`src/rtl/uart_tx_fifo_pkg.sv`:
```
// Shared types for the buffered UART transmit stage.
package uart_tx_fifo_pkg;

    typedef enum logic {
        ST_IDLE = 1'b0,
        ST_HOLD = 1'b1
    } tx_state_t;

endpackage

```
`src/rtl/uart_tx_fifo_sync_fifo.sv`:
```
// Byte FIFO with (AW+1)-bit pointers; push/pop/flush, full/empty/level status.
module sync_fifo #(
    parameter int unsigned AW = 4
) (
    input  logic          CLK,
    input  logic          rst,
    input  logic          push,
    input  logic [7:0]    push_data,
    input  logic          pop,
    input  logic          flush,
    output logic [7:0]    rd_data,
    output logic          full,
    output logic          empty,
    output logic [AW:0]   level
);

    logic [7:0]  r_mem [2**AW];
    logic [AW:0] r_wr_ptr;
    logic [AW:0] r_rd_ptr;
    logic [AW:0] w_rd_ptr_next;
    logic        w_push;
    logic        w_pop;

    assign level   = r_wr_ptr - r_rd_ptr;
    assign full    = (level == (AW+1)'(2**AW));
    assign empty   = (level == '0);
    assign rd_data = r_mem[r_rd_ptr[AW-1:0]];

    assign w_push        = push && !full && !flush;
    assign w_pop         = pop && !empty;
    assign w_rd_ptr_next = w_pop ? r_rd_ptr + (AW+1)'(1) : r_rd_ptr;

    // Flush snaps wr_ptr to the post-pop read pointer so a same-cycle pop still completes.
    always_ff @(posedge CLK or posedge rst) begin
        if (rst) begin
            r_wr_ptr <= '0;
            r_rd_ptr <= '0;
        end else begin
            r_rd_ptr <= w_rd_ptr_next;
            if (flush)
                r_wr_ptr <= w_rd_ptr_next;
            else if (w_push)
                r_wr_ptr <= r_wr_ptr + (AW+1)'(1);
        end
    end

    always_ff @(posedge CLK) begin
        if (w_push)
            r_mem[r_wr_ptr[AW-1:0]] <= push_data;
    end

endmodule

```
`src/rtl/uart_tx_fifo.sv`:
```
// CPU-side transmit buffer: queues bytes and drains them into uart_tx via EN/D/RDY.
module uart_tx_fifo
    import uart_tx_fifo_pkg::*;
#(
    parameter int unsigned AW      = 4,
    parameter int unsigned HOLDOFF = 2
) (
    input  logic          CLK,
    input  logic          rst,
    input  logic          wr_en,
    input  logic [7:0]    wr_data,
    input  logic          flush,
    input  logic          clr_ovf,
    output logic          full,
    output logic          empty,
    output logic [AW:0]   level,
    output logic          ovf,
    output logic [7:0]    TX_D,
    output logic          TX_EN,
    input  logic          TX_RDY
);

    localparam int unsigned HW = $clog2(HOLDOFF + 1);

    tx_state_t   r_state;
    tx_state_t   w_state_next;
    logic [HW-1:0] r_hold;
    logic [HW-1:0] w_hold_next;
    logic        w_pop;
    logic [7:0]  w_rd_data;

    sync_fifo #(
        .AW (AW)
    ) u_fifo (
        .CLK       (CLK),
        .rst       (rst),
        .push      (wr_en),
        .push_data (wr_data),
        .pop       (w_pop),
        .flush     (flush),
        .rd_data   (w_rd_data),
        .full      (full),
        .empty     (empty),
        .level     (level)
    );

    always_comb begin
        w_state_next = r_state;
        w_hold_next  = r_hold;
        w_pop        = 1'b0;
        case (r_state)
            ST_IDLE: begin
                if (!empty && TX_RDY) begin
                    w_pop        = 1'b1;
                    w_hold_next  = HW'(HOLDOFF);
                    w_state_next = ST_HOLD;
                end
            end
            ST_HOLD: begin
                // TX_RDY is ignored here: uart_tx has not yet dropped RDY after the pulse.
                w_hold_next = r_hold - HW'(1);
                if (r_hold == HW'(1))
                    w_state_next = ST_IDLE;
            end
            default: w_state_next = ST_IDLE;
        endcase
    end

    always_ff @(posedge CLK or posedge rst) begin
        if (rst) begin
            r_state <= ST_IDLE;
            r_hold  <= '0;
            TX_EN   <= 1'b0;
            TX_D    <= 8'h00;
            ovf     <= 1'b0;
        end else begin
            r_state <= w_state_next;
            r_hold  <= w_hold_next;
            TX_EN   <= w_pop;
            if (w_pop)
                TX_D <= w_rd_data;
            if (wr_en && full)
                ovf <= 1'b1;
            else if (clr_ovf)
                ovf <= 1'b0;
        end
    end

endmodule

```
`config.mk`:
```
export PLATFORM = sky130hd
export DESIGN_NAME = uart_tx_fifo
export DESIGN_NICKNAME = d
export VERILOG_FILES = /design/src/rtl/uart_tx_fifo_pkg.sv /design/src/rtl/uart_tx_fifo_sync_fifo.sv /design/src/rtl/uart_tx_fifo.sv
export SDC_FILE = /design/constraint.sdc
export NUM_CORES = 1
export LEC_CHECK = 0
export ABC_AREA = 0
export BUFFER_PORTS_ARGS = -buffer_cell sky130_fd_sc_hd__clkbuf_2
export CAP_MARGIN = 20
export CORE_MARGIN = 2
export CORE_UTILIZATION = 45
export DETAILED_ROUTE_END_ITERATION = 10
export GPL_TIMING_DRIVEN = 0
export PLACE_DENSITY = 0.76
export SLEW_MARGIN = 20
export SYNTH_ARGS = -nofsm -noshare
export SYNTH_HDL_FRONTEND = slang
export SYNTH_SLANG_ARGS = --single-unit
```
`constraint.sdc`:
```
create_clock -name CLK -period 2.95 [get_ports CLK]
set_clock_uncertainty 0.05 [all_clocks]
set_input_delay 0.59 -clock CLK [delete_from_list [all_inputs] [get_ports CLK]]
set_output_delay 0.59 -clock CLK [all_outputs]
set_load 0.05 [all_outputs]
```
Word-level counts from Yosys, hierarchy flattened:

Memories as Yosys holds them, arrays and structs flattened. A register that Yosys moved wholly into a read port is not among the register bits.
Index checks and enable logic that the tools add are counted.

* register bits: 15
* bits in latches: 0
* memory bits (writable): 128
* bits in read-only memories: 0
* output and inout port bits: 17
* word-level logic and storage cells: 39
* memories: 1

* add/subtract/negate cells: 4
* $mul: 0
* div/mod/pow operators: 0
* magnitude comparators: 0
* eq/ne operators: 3
* shift-type cells: 0
* muxes and demuxes: 13
* bitwise gates (word level): 1
* reduce and logical (&&, ||, !) cells: 11

Memory list
* u_fifo.r_mem: depth 16, width 8, read ports 1, clocked after memory_dff 1, wr ports 1, line uart_tx_fifo_sync_fifo.sv:17 `logic [7:0] r_mem [2**AW];`

Operators by type and width (count)
* $mux 5: 3
* $add 5x1->5 const B: 2
* $mux 1: 7
* $eq 5x5->1 const B: 1
* $logic_and 1x1->1: 5
* $logic_not 5->1: 1
* $sub 5x5->5: 1
* $pmux 2 s2: 1
* $reduce_bool 2->1: 2
* $logic_not 1->1: 3
* $eq 2x1->1 const B: 1
* $mux 2: 1
* $ne 2x2->1 const B: 1
* $pmux 1 s2: 1
* $sub 2x1->2 const B: 1
* $not 1->1: 1

Depth between registers and ports, before layout:

Gate-level depths: netlist (run 1).

* depth after elaboration: 9
* mapped depth: 12
* depth with buffers taken out: 11

Cells and area by module:

A second synthesis (run 1) with hierarchy kept.

* cell total of the unflattened synthesis: 314
* area total of the unflattened synthesis: 6211.0 µm²

By module, submodules not included
* sync_fifo: times used 1, cells an instance 277, area an instance 5686.7 µm², sequential area each 4093.9 µm²
* uart_tx_fifo: times used 1, cells an instance 37, area an instance 524.3 µm², sequential area each 325.3 µm²

Worst setup path after synthesis (run 1):

Ideal clock, no wire load.

* kind: flip-flop to flip-flop
* start point: register u_fifo.r_rd_ptr[1]
* end point: memory u_fifo.r_mem[10][0], enable pin
* data arrival time: 3.636 ns
* slack: -1.120 ns
* stages on the path, launching flop included: 12
* path buffers: 3
* period minus slack after synthesis: 4.070 ns
* cells stage by stage: dfrtp_1 -> buf_6 -> buf_6 -> inv_1 -> fa_1 -> xor2_1 -> nand4b_2 -> a211oi_4 -> nand2b_4 -> or2_1 -> buf_2 -> nor3_1

* longest elaborated chain between the ends: 7

Ends and longest elaborated chain
* from (decl): line uart_tx_fifo_sync_fifo.sv:19 `logic [AW:0] r_rd_ptr;`
* from (signal assigned): line uart_tx_fifo_sync_fifo.sv:39 `r_rd_ptr <= w_rd_ptr_next;`
* $sub 5x5->5: line uart_tx_fifo_sync_fifo.sv:24 `assign level = r_wr_ptr - r_rd_ptr;`
* named net level[2]: line uart_tx_fifo.sv:16 `output logic [AW:0] level,`
* $eq 5x5->1: line uart_tx_fifo_sync_fifo.sv:25 `assign full = (level == (AW+1)'(2**AW));`
* named net full: line uart_tx_fifo.sv:14 `output logic full,`
* $logic_not 1->1: line uart_tx_fifo_sync_fifo.sv:29 `assign w_push = push && !full && !flush;`
* $logic_and 1x1->1 (2 in series): line uart_tx_fifo_sync_fifo.sv:29
* $mux 1: line uart_tx_fifo_sync_fifo.sv:48 `if (w_push)`
* $mux 1 (implied by the code): line uart_tx_fifo_sync_fifo.sv:49 `r_mem[r_wr_ptr[AW-1:0]] <= push_data;`
* to (decl): line uart_tx_fifo_sync_fifo.sv:17

The timed path passes the listed nets, and every way through them passes these cells.

Worst setup path in the final report (run 1):

* start point: register u_fifo.r_wr_ptr[0]
* end point: output empty

* longest elaborated chain between the ends: 2

Ends and longest elaborated chain
* from (decl): line uart_tx_fifo_sync_fifo.sv:18 `logic [AW:0] r_wr_ptr;`
* from (signal assigned): line uart_tx_fifo_sync_fifo.sv:41 `r_wr_ptr <= w_rd_ptr_next;`
* from (signal assigned): line uart_tx_fifo_sync_fifo.sv:43 `r_wr_ptr <= r_wr_ptr + (AW+1)'(1);`
* $sub 5x5->5: line uart_tx_fifo_sync_fifo.sv:24
* $logic_not 5->1: line uart_tx_fifo_sync_fifo.sv:26 `assign empty = (level == '0);`
* to (decl): line uart_tx_fifo.sv:15 `output logic empty,`

No other way between the ends.

==> results.py, run 1 <==
metrics = {
    "setup_path": {
        "start_kind": "flop",
        "worst-endpoint-arrival_ps": 2550,
        "cp_max_fo": 3,
        "cpMostUsedCell": "inv_4",
        "path_class": "reg2out",
        "timing.critical_path.cells": "inv_4 > ha_4 > inv_2 > fa_2 > nand3b_1 > a211o_1 > buf_4 > a2bb2o_4 > inv_4 > clkbuf_16",
        "critPathCaptureType": "primary output",
        "r2r_slack_ps": -130,
        "slowest_stage": "fa_2",
        "slowest_delay_ps": 450,
        "required_ps": 2310,
        "worstRegToRegCells": 13,
    },
    "placed_design": {
        "placed_cell_area_um2": 6900,
        "dp_hpwl_um": 7880,
        "globalplace.congestion": 0.817,
        "portBuffers": 29,
        "dp_cells": 526,
    },
    "floorplan": {
        "core-area_um2": 13900,
        "start_util_pct": 46.1,
        "die-area_um2": 15200,
        "rows": 43,
        "io_pins": 31,
        "dieHeight_um": 123,
        "die_w_um": 123,
    },
    "run": {
        "maxCapViolations": 0,
    },
    "sta": {
        "period_needed_ps": 3190,
        "maxSlewViolCount": 0,
        "holdWs_ps": 303,
        "finalCritPeriodShare_pct": 108,
        "setup_viol": 66,
        "final-hold-violation-count": 0,
        "timing.fmax_mhz": 313,
        "relSlewSlack_pct": 26.7,
        "tightest_slew_ps": 1100,
        "finalWorstSetupSlack_ps": -241,
        "rsz0062_at_grt": "yes",
    },
    "detailed_routing": {
        "routedWlPerCell_um": 22.4,
        "drtPass1Iterations": 4,
        "antenna_left": 0,
        "drt-initial-drc-count": 285,
        "vias_per_cell": 5.61,
        "routed_wl_um": 13100,
        "via_count": 3277,
        "drcViolationCount": 0,
    },
    "yosys": {
        "yosysTopAreaCell": "edfxtp_1",
        "yosys.cell_count.top_type": "edfxtp_1",
        "synthArstFlopShare_pct": 15.2,
        "seq_area_frac_synth_pct": 69.1,
        "syn_area_um2": 6400,
        "synthTopCellsByCount": "edfxtp_1 (128), mux4_2 (24), dfrtp_1 (23), mux4_1 (16)",
        "synth_ff_type": "edfxtp_1",
        "synth_top_area_share_pct": 60.1,
        "synth-edff-count": 128,
        "ys_ff_latch": 151,
        "synth_nets": 342,
        "yosys_warnings": 0,
        "synthTopCellsByArea": "edfxtp_1 (60%), dfrtp_1 (9.0%), mux4_2 (8.4%), mux4_1 (6.6%), mux2_2 (2.1%)",
        "ys_types": 39,
        "synthCells": 317,
        "syn_avg_cell_area_um2": 20.2,
    },
    "clocking": {
        "cts_buffers": 17,
        "cts_root_buf": "clkbuf_16",
        "path_clk_slew_ps": 60,
        "clockBufferDepth": 2,
        "cts_tree": "built",
        "h-tree-depth": 4,
        "postCtsHoldBufs": 0,
        "cts.sinks": 151,
        "insertion_delay_ps": 420,
    },
    "power": {
        "vdd_drop_max_uv": 692,
        "power_leakage_nw": 2.83,
        "p_per_area_nw_per_um2": 1090,
    },
    "grt": {
        "grt-ovfl-total": 0,
        "grt_pass1_vias": 3333,
        "grt_usage_pct": 18.7,
        "antenna_found_initial": 0,
        "grt_pass1_wl_um": 19700,
        "grt_max_degree": 24,
    },
    "finish": {
        "finalInstanceArea_um2": 7920,
        "layout-drive-gt1-share_pct": 41.8,
        "diodes": 0,
        "syn2layout_area_growth_pct": 23.8,
        "fin_cells": 584,
        "nets": 416,
    },
    "run_status": {
        "violations": "negative setup slack",
        "status": "finished, violations left",
    },
    "min_path": {
        "hold_path.class": "in2async",
    },
}
-- area by class of cell --
type / count / area [µm²]
buffer: 12 / 116
fill: 959 / 5960
multi-input combinational: 137 / 1990
sequential: 151 / 4420
clock buffer: 18 / 429
timing repair buffer: 58 / 518
tap: 180 / 225
clock inverter: 14 / 158
inverter: 14 / 62.6
-- worst max-delay path: cells and delay by family (launching register included) --
| kind | cells | cell delay [ps] |
|---|---|---|
| adders and majority gates | 2 | 570 |
| AOI/OAI and AO/OA | 2 | 480 |
| buffers and inverters | 5 | 470 |
| DFF | 1 | 420 |
| and+or+nand+nor | 1 | 170 |
-- layer usage --
metal | wire, µm | share of wire (%) | GRT usage [%]
met1 | 5690 | 43 | 25.6
met2 | 6530 | 50 | 29.2
met3 | 658 | 5.0 | 4.29
met4 | 225 | 1.7 | 7.95
met5 | 0 | 0 | 0
-- cells by family (layout without fill, tap and decap cells) --
group / after synthesis / count (layout) / share of synthesized area (%)
compound gates: 13 / 13 / 1.58
fa+ha+maj: 11 / 11 / 2.27
simple gates: 48 / 48 / 5.18
buf+inv: 29 / 116 / 2.93
mux: 54 / 54 / 17.4
flops: 151 / 151 / 69.1
xor+xnor: 11 / 11 / 1.51
-- final timing paths --
kind | from | to
max | u_fifo.r_wr_ptr[0] | empty
min | rst | r_hold[0]
max reg2reg | u_fifo.r_wr_ptr[0] | u_fifo.r_mem[1][2]
min reg2reg | TX_D[1] | TX_D[1]
max in group asynchronous | rst | u_fifo.r_rd_ptr[0]
min in group CLK | clr_ovf | ovf
-- registers in the layout, summed over array words and instances (netlist names) --
name,count
TX_D,8
TX_EN,1
ovf,1
r_hold,2
r_state,1
u_fifo.r_mem,128
u_fifo.r_rd_ptr,5
u_fifo.r_wr_ptr,5
-- power by group --
group,internal [W],switching [W],leakage [nW]
logic,0.00160,0.00215,1.12
clock network,0.00132,0.000839,0.279
registers,0.00258,0.000156,1.43
total,0.00549,0.00315,2.83
-- layout by cell type (no fill, tap or decap), types with 2 or more instances in the layout --
cell,count
bufinv_16,3
nand3b_1,2
nor2_1,3
mux4_1,16
clkbuf_16,18
dfrtp_2,2
nor4b_4,4
xor2_1,5
clkinvlp_4,2
a21oi_2,2
ha_1,8
buf_12,8
mux2_2,12
o21ai_0,4
buf_8,3
mux2i_1,2
clkinv_1,5
clkbuf_2,27
clkbuf_1,4
buf_4,12
ha_4,2
edfxtp_1,128
dfrtp_1,21
inv_1,9
nand2_1,9
nand3_1,5
a21oi_1,2
clkinv_4,2
buf_2,2
and3_4,4
inv_4,4
buf_6,14
nor3_4,4
mux4_2,24
xnor2_1,5
and4b_4,4
-- metrics by stage --
step	setup WS (ps)	utilization [%]	setup TNS (ps)	power [W]
2_1_floorplan	-442	-	-50850	0.00538
3_3_place_gp	-484	49.7	-30580	0.00601
5_1_grt	-319	57.0	-11470	0.00899
6_report	-241	57.0	-5190	0.00864
4_1_cts	-291	56.6	-7920	0.00853
3_5_place_dp	-566	49.7	-38730	0.00609
-- timing repair --
item | 4_1_cts | 5_1_grt
hold endpoints to repair | 0 | 0
pin swaps | 12 | 3
setup endpoints to repair | 131 | 138
setup buffers | 23 | 6
gates resized for setup | 33 | 10
Note: power is estimated with default switching activity, not from simulation.
==> run 2: changes to the inputs <==
--- a/config.mk
+++ b/config.mk
@@ -10,9 +10,10 @@
 export CAP_MARGIN = 20
 export CORE_MARGIN = 2
 export CORE_UTILIZATION = 45
+export CTS_CLUSTER_SIZE = 16
 export DETAILED_ROUTE_END_ITERATION = 10
 export GPL_TIMING_DRIVEN = 0
-export PLACE_DENSITY = 0.76
+export PLACE_DENSITY_LB_ADDON = 0.15
 export SLEW_MARGIN = 20
 export SYNTH_ARGS = -nofsm -noshare
 export SYNTH_HDL_FRONTEND = slang
==> constraint.sdc (replaced) <==
create_clock -name CLK -period 2.95 [get_ports CLK]
set_clock_uncertainty 0.05 [all_clocks]
set_input_delay 0.4425 -clock CLK [delete_from_list [all_inputs] [get_ports CLK]]
set_output_delay 0.4425 -clock CLK [all_outputs]
set_load 0.05 [all_outputs]
==> results.py, run 2 (synthesized netlist as in run 1, its figures left out) <==
metrics = {
    "floorplan": {
        "rows": 43,
        "start_util_pct": 46.1,
        "io_pins": 31,
        "core-area_um2": 13900,
        "die-area_um2": 15200,
        "die_w_um": 123,
        "dieHeight_um": 123,
    },
    "sta": {
        "relSlewSlack_pct": 32.1,
        "tightest_slew_ps": 1020,
        "rsz0062_at_grt": "yes",
        "setup_viol": 3,
        "finalCritPeriodShare_pct": 102,
        "finalWorstSetupSlack_ps": -67.7,
        "fin_setup_tns_ps": -73.5,
        "timing.fmax_mhz": 331,
        "period_needed_ps": 3020,
        "final-hold-violation-count": 8,
        "holdWs_ps": -8.79,
        "maxSlewViolCount": 0,
    },
    "power": {
        "vdd_drop_max_uv": 520,
        "p_per_area_nw_per_um2": 1080,
        "power_leakage_nw": 2.78,
    },
    "setup_path": {
        "critPathCaptureType": "primary output",
        "critPathTopFamily": "compound AO/OA/AOI/OAI gates",
        "worst-endpoint-arrival_ps": 2530,
        "start_kind": "flop",
        "required_ps": 2460,
        "path_class": "reg2out",
        "r2r-start": "u_fifo.r_rd_ptr[0]",
        "slowest_stage": "fa_2",
        "slowest_delay_ps": 450,
        "cp_max_fo": 3,
        "cp_num_buf_inv": 2,
        "cp-startpoint": "u_fifo.r_rd_ptr[0]",
        "timing.critical_path.cells": "ha_4 > inv_2 > fa_2 > nand3b_1 > a211o_1 > a211oi_4 > buf_8",
    },
    "grt": {
        "grt_pass1_vias": 3154,
        "grt_usage_pct": 18.3,
        "grt_pass1_wl_um": 19000,
        "antenna_found_initial": 0,
        "grt_max_degree": 24,
        "grt-ovfl-total": 0,
    },
    "finish": {
        "mostFrequentLayoutCells": "edfxtp_1 (128), clkbuf_2 (27), mux4_2 (24)",
        "nets": 409,
        "fin_util_pct": 56.2,
        "largest_register_ffs": 128,
        "syn2layout_area_growth_pct": 21.9,
        "diodes": 0,
        "final_common_cell": "edfxtp_1",
        "nFillCells": 1073,
        "layout-drive-gt1-share_pct": 40.8,
    },
    "min_path": {
        "hold_path.class": "in2async",
    },
    "run_status": {
        "status": "finished, violations left",
        "violations": "negative hold slack, negative setup slack",
    },
    "placed_design": {
        "globalplace.congestion": 0.744,
        "dp_hpwl_um": 8180,
        "portBuffers": 29,
    },
    "clocking": {
        "clockBufferDepth": 2,
        "cts.sinks": 151,
        "cts_root_buf": "clkbuf_16",
        "cts_tree": "built",
        "insertion_delay_ps": 420,
        "path_clk_slew_ps": 60,
        "cts_buffers": 17,
        "h-tree-depth": 4,
    },
    "detailed_routing": {
        "drt-initial-drc-count": 199,
        "routedWlPerCell_um": 22.1,
        "via_count": 3136,
        "drtPass1Iterations": 4,
        "routed_wl_um": 12700,
        "vias_per_cell": 5.44,
        "antenna_left": 0,
        "drcViolationCount": 0,
    },
    "run": {
        "maxCapViolations": 0,
    },
}
run 2: worst paths after layout:
| path | endpoint | slack (ps) | depth (start not counted) |
|---|---|---|---|
| worst max-delay path | full | -70 | 7 |
| worst max register to register | u_fifo.r_mem[2][4] | 0 | 11 |
| worst min register to register | r_hold[0] | 440 | 1 |
| worst min-delay path | u_fifo.r_rd_ptr[1] | -9 | 2 |
| max in group asynchronous | TX_D[0] | 2370 | 3 |
| min in group CLK | ovf | 170 | 2 |
run 2: report_power, final:
group / internal, W / total [W] / leakage (nW) / switching (W)
Combinational: 0.00152 / 0.00361 / 1.08 / 0.00209
Sequential: 0.00258 / 0.00273 / 1.43 / 0.000155
Clock: 0.00125 / 0.00207 / 0.272 / 0.000820
run 2: layout make-up:
type	count	area, µm²	share of cell area (%)
buffer	13	136	1.75
clock inverter	11	125	1.60
sequential	151	4420	56.7
timing repair buffer	50	423	5.42
multi-input combinational	137	1970	25.2
clock buffer	21	440	5.65
tap	180	225	2.89
inverter	14	60.1	0.770
run 2: per-stage QoR:
step | setup slack [ps] | area [µm²] | cells | power, W | hold WS, ps
global route | -161 | 7800 | 577 | 0.00879 | 28.5
finish | -67.7 | 7800 | 577 | 0.00841 | -8.79
floorplan | -442 | 6530 | 317 | 0.00538 | 394
global placement | -507 | 6900 | 526 | 0.00608 | 429
CTS | -115 | 7730 | 575 | 0.00841 | 151
detailed placement | -612 | 6900 | 526 | 0.00613 | 444
run 2: what timing repair did:
item	4_1_cts	5_1_grt
endpoints found under the setup margin	130	98
buffers inserted	19	4
hold buffers	0	0
gates resized for setup	18	13
pin swaps	11	3
run 2: metal layers:
layer / vias up / GRT usage [%] / routed length, µm
met5: - / 0 / 0
met4: 0 / 6.18 / 138
met3: 10 / 4.29 / 640
met2: 55 / 26.4 / 6080
met1: 1649 / 27.6 / 5880
li1: 1422 / - / -
==> run 3: changes to the inputs <==
--- a/config.mk
+++ b/config.mk
@@ -14,7 +14,6 @@
 export DETAILED_ROUTE_END_ITERATION = 10
 export GPL_TIMING_DRIVEN = 0
 export PLACE_DENSITY_LB_ADDON = 0.15
-export SLEW_MARGIN = 20
 export SYNTH_ARGS = -nofsm -noshare
 export SYNTH_HDL_FRONTEND = slang
 export SYNTH_SLANG_ARGS = --single-unit
==> constraint.sdc (replaced) <==
create_clock -name CLK -period 2.95 [get_ports CLK]
set_clock_uncertainty 0.05 [all_clocks]
set_input_delay 0.4425 -clock CLK [delete_from_list [all_inputs] [get_ports CLK]]
set_output_delay 0.4425 -clock CLK [all_outputs]
set_load 0.02 [all_outputs]
==> results.py, run 3 (synthesized netlist as in run 1, its figures left out) <==
metrics = {
    "run_status": {
        "status": "finished, violations left",
        "violations": "negative setup slack",
    },
    "setup_path": {
        "cp_num_buf_inv": 4,
        "r2r_slack_ps": -4,
        "required_ps": 3040,
        "critPathCaptureType": "flop",
        "start_kind": "flop",
        "path_class": "reg2reg",
        "cp.depth": 12,
        "slowest_delay_ps": 540,
        "cpMostUsedCell": "buf_12",
        "cp_max_fo": 8,
        "r2r-end": "u_fifo.r_mem[1][0]",
        "r2r-start": "u_fifo.r_wr_ptr[0]",
        "critPathTopFamily": "simple AND/OR/NAND/NOR gates",
        "worst-endpoint-arrival_ps": 3050,
        "timing.critical_path.cells": "inv_4 > ha_4 > inv_2 > fa_2 > nand3b_1 > a211o_1 > a211oi_4 > nand2b_4 > or2_4 > buf_12 > nor4b_4 > buf_12",
        "worstRegToRegCells": 12,
        "slowest_stage": "fa_2",
    },
    "clocking": {
        "cts_buffers": 17,
        "clockBufferDepth": 2,
        "cts.sinks": 151,
        "path_clk_slew_ps": 60,
        "cts_tree": "built",
        "h-tree-depth": 4,
        "cts_root_buf": "clkbuf_16",
        "insertion_delay_ps": 430,
    },
    "finish": {
        "mostFrequentLayoutCells": "edfxtp_1 (128), clkbuf_2 (27), mux4_2 (24)",
        "diodes": 0,
        "nFillCells": 1047,
        "layout-drive-gt1-share_pct": 41.4,
        "final_common_cell": "edfxtp_1",
        "nets": 406,
        "fin_cells": 574,
        "syn2layout_area_growth_pct": 22.8,
        "fin_util_pct": 56.6,
        "largest_register_ffs": 128,
    },
    "floorplan": {
        "start_util_pct": 46.1,
        "die_w_um": 123,
        "io_pins": 31,
        "rows": 43,
        "core-area_um2": 13900,
        "die-area_um2": 15200,
        "dieHeight_um": 123,
    },
    "detailed_routing": {
        "antenna_left": 0,
        "vias_per_cell": 5.48,
        "routedWlPerCell_um": 22.7,
        "via_count": 3145,
        "drt-initial-drc-count": 238,
        "routed_wl_um": 13000,
        "drtPass1Iterations": 4,
        "drcViolationCount": 0,
    },
    "power": {
        "power_leakage_nw": 2.80,
        "p_per_area_nw_per_um2": 1050,
        "vdd_drop_max_uv": 667,
        "fin_total_pwr_w": 0.00823,
    },
    "grt": {
        "grt_pass1_vias": 3258,
        "grt_pass1_wl_um": 20000,
        "grt_max_degree": 24,
        "antenna_found_initial": 0,
        "grt-ovfl-total": 0,
        "grt_usage_pct": 19.4,
    },
    "sta": {
        "finalWorstSetupSlack_ps": -4.06,
        "finalCritPeriodShare_pct": 100,
        "relSlewSlack_pct": 32.3,
        "fin_setup_tns_ps": -9.82,
        "setup_viol": 3,
        "final-hold-violation-count": 0,
        "tightest_slew_ps": 1020,
        "rsz0062_at_grt": "yes",
        "timing.fmax_mhz": 339,
        "period_needed_ps": 2950,
        "maxSlewViolCount": 0,
    },
    "run": {
        "maxCapViolations": 0,
    },
    "min_path": {
        "hold_path.class": "in2async",
    },
    "placed_design": {
        "globalplace.congestion": 0.729,
        "pre_cts_ws_ps": -446,
        "dp_cells": 526,
        "portBuffers": 29,
        "dp_hpwl_um": 8460,
    },
}
==> run 3: worst max-delay path by stage <==
stage,slack (ps),end,start
global placement,-440,u_fifo.r_mem[0][6],u_fifo.r_rd_ptr[1]
detailed placement,-450,u_fifo.r_mem[1][6],u_fifo.r_rd_ptr[1]
finish,-4,u_fifo.r_mem[1][0],u_fifo.r_wr_ptr[0]
floorplan,-120,u_fifo.r_mem[0][0],u_fifo.r_rd_ptr[1]
global route,-110,full,u_fifo.r_wr_ptr[0]
CTS,-150,full,u_fifo.r_wr_ptr[0]
==> run 3: what timing repair did <==
item	in CTS	in global routing
buffers inserted	17	1
hold buffers	0	0
gates resized for setup	18	11
pin swaps	14	8
endpoints found under the setup margin	130	138
==> run 3: power by group <==
part / total (W) / leakage [nW] / internal, W / switching, W
clock network: 0.00237 / 0.310 / 0.00150 / 0.000869
logic: 0.00312 / 1.06 / 0.00148 / 0.00164
registers: 0.00274 / 1.43 / 0.00258 / 0.000161
==> run 3: worst reg2reg max path: stages (launching register included) <==
cell and delay, ps:
dfrtp_2 440, inv_4 80, ha_4 130, inv_2 30, fa_2 540, nand3b_1 110
a211o_1 170, a211oi_4 90, nand2b_4 150, or2_4 230, buf_12 150, nor4b_4 300
buf_12 170
==> run 3: per-layer routing <==
metal,global-route usage [%],share of wire (%)
met3,4.70,4.0
met2,28.5,47
met1,28.3,47
met4,6.82,1.4
met5,0,0
==> run 3: metrics by stage <==
stage	area, µm²	hold slack (ps)
after detailed placement	6920	443
after floorplan	6550	394
after CTS	7820	130
final	7850	140
after global placement	6920	433
after global routing	7850	143
==> run 3: layout make-up <==
type	count	area, µm²	share of cell area, %
sequential	151	4420	56.3
clock inverter	15	226	2.88
tap	180	225	2.87
clock buffer	17	425	5.42
inverter	14	62.6	0.797
buffer	13	136	1.74
multi-input combinational	137	1960	25.0
timing repair buffer	47	392	4.99
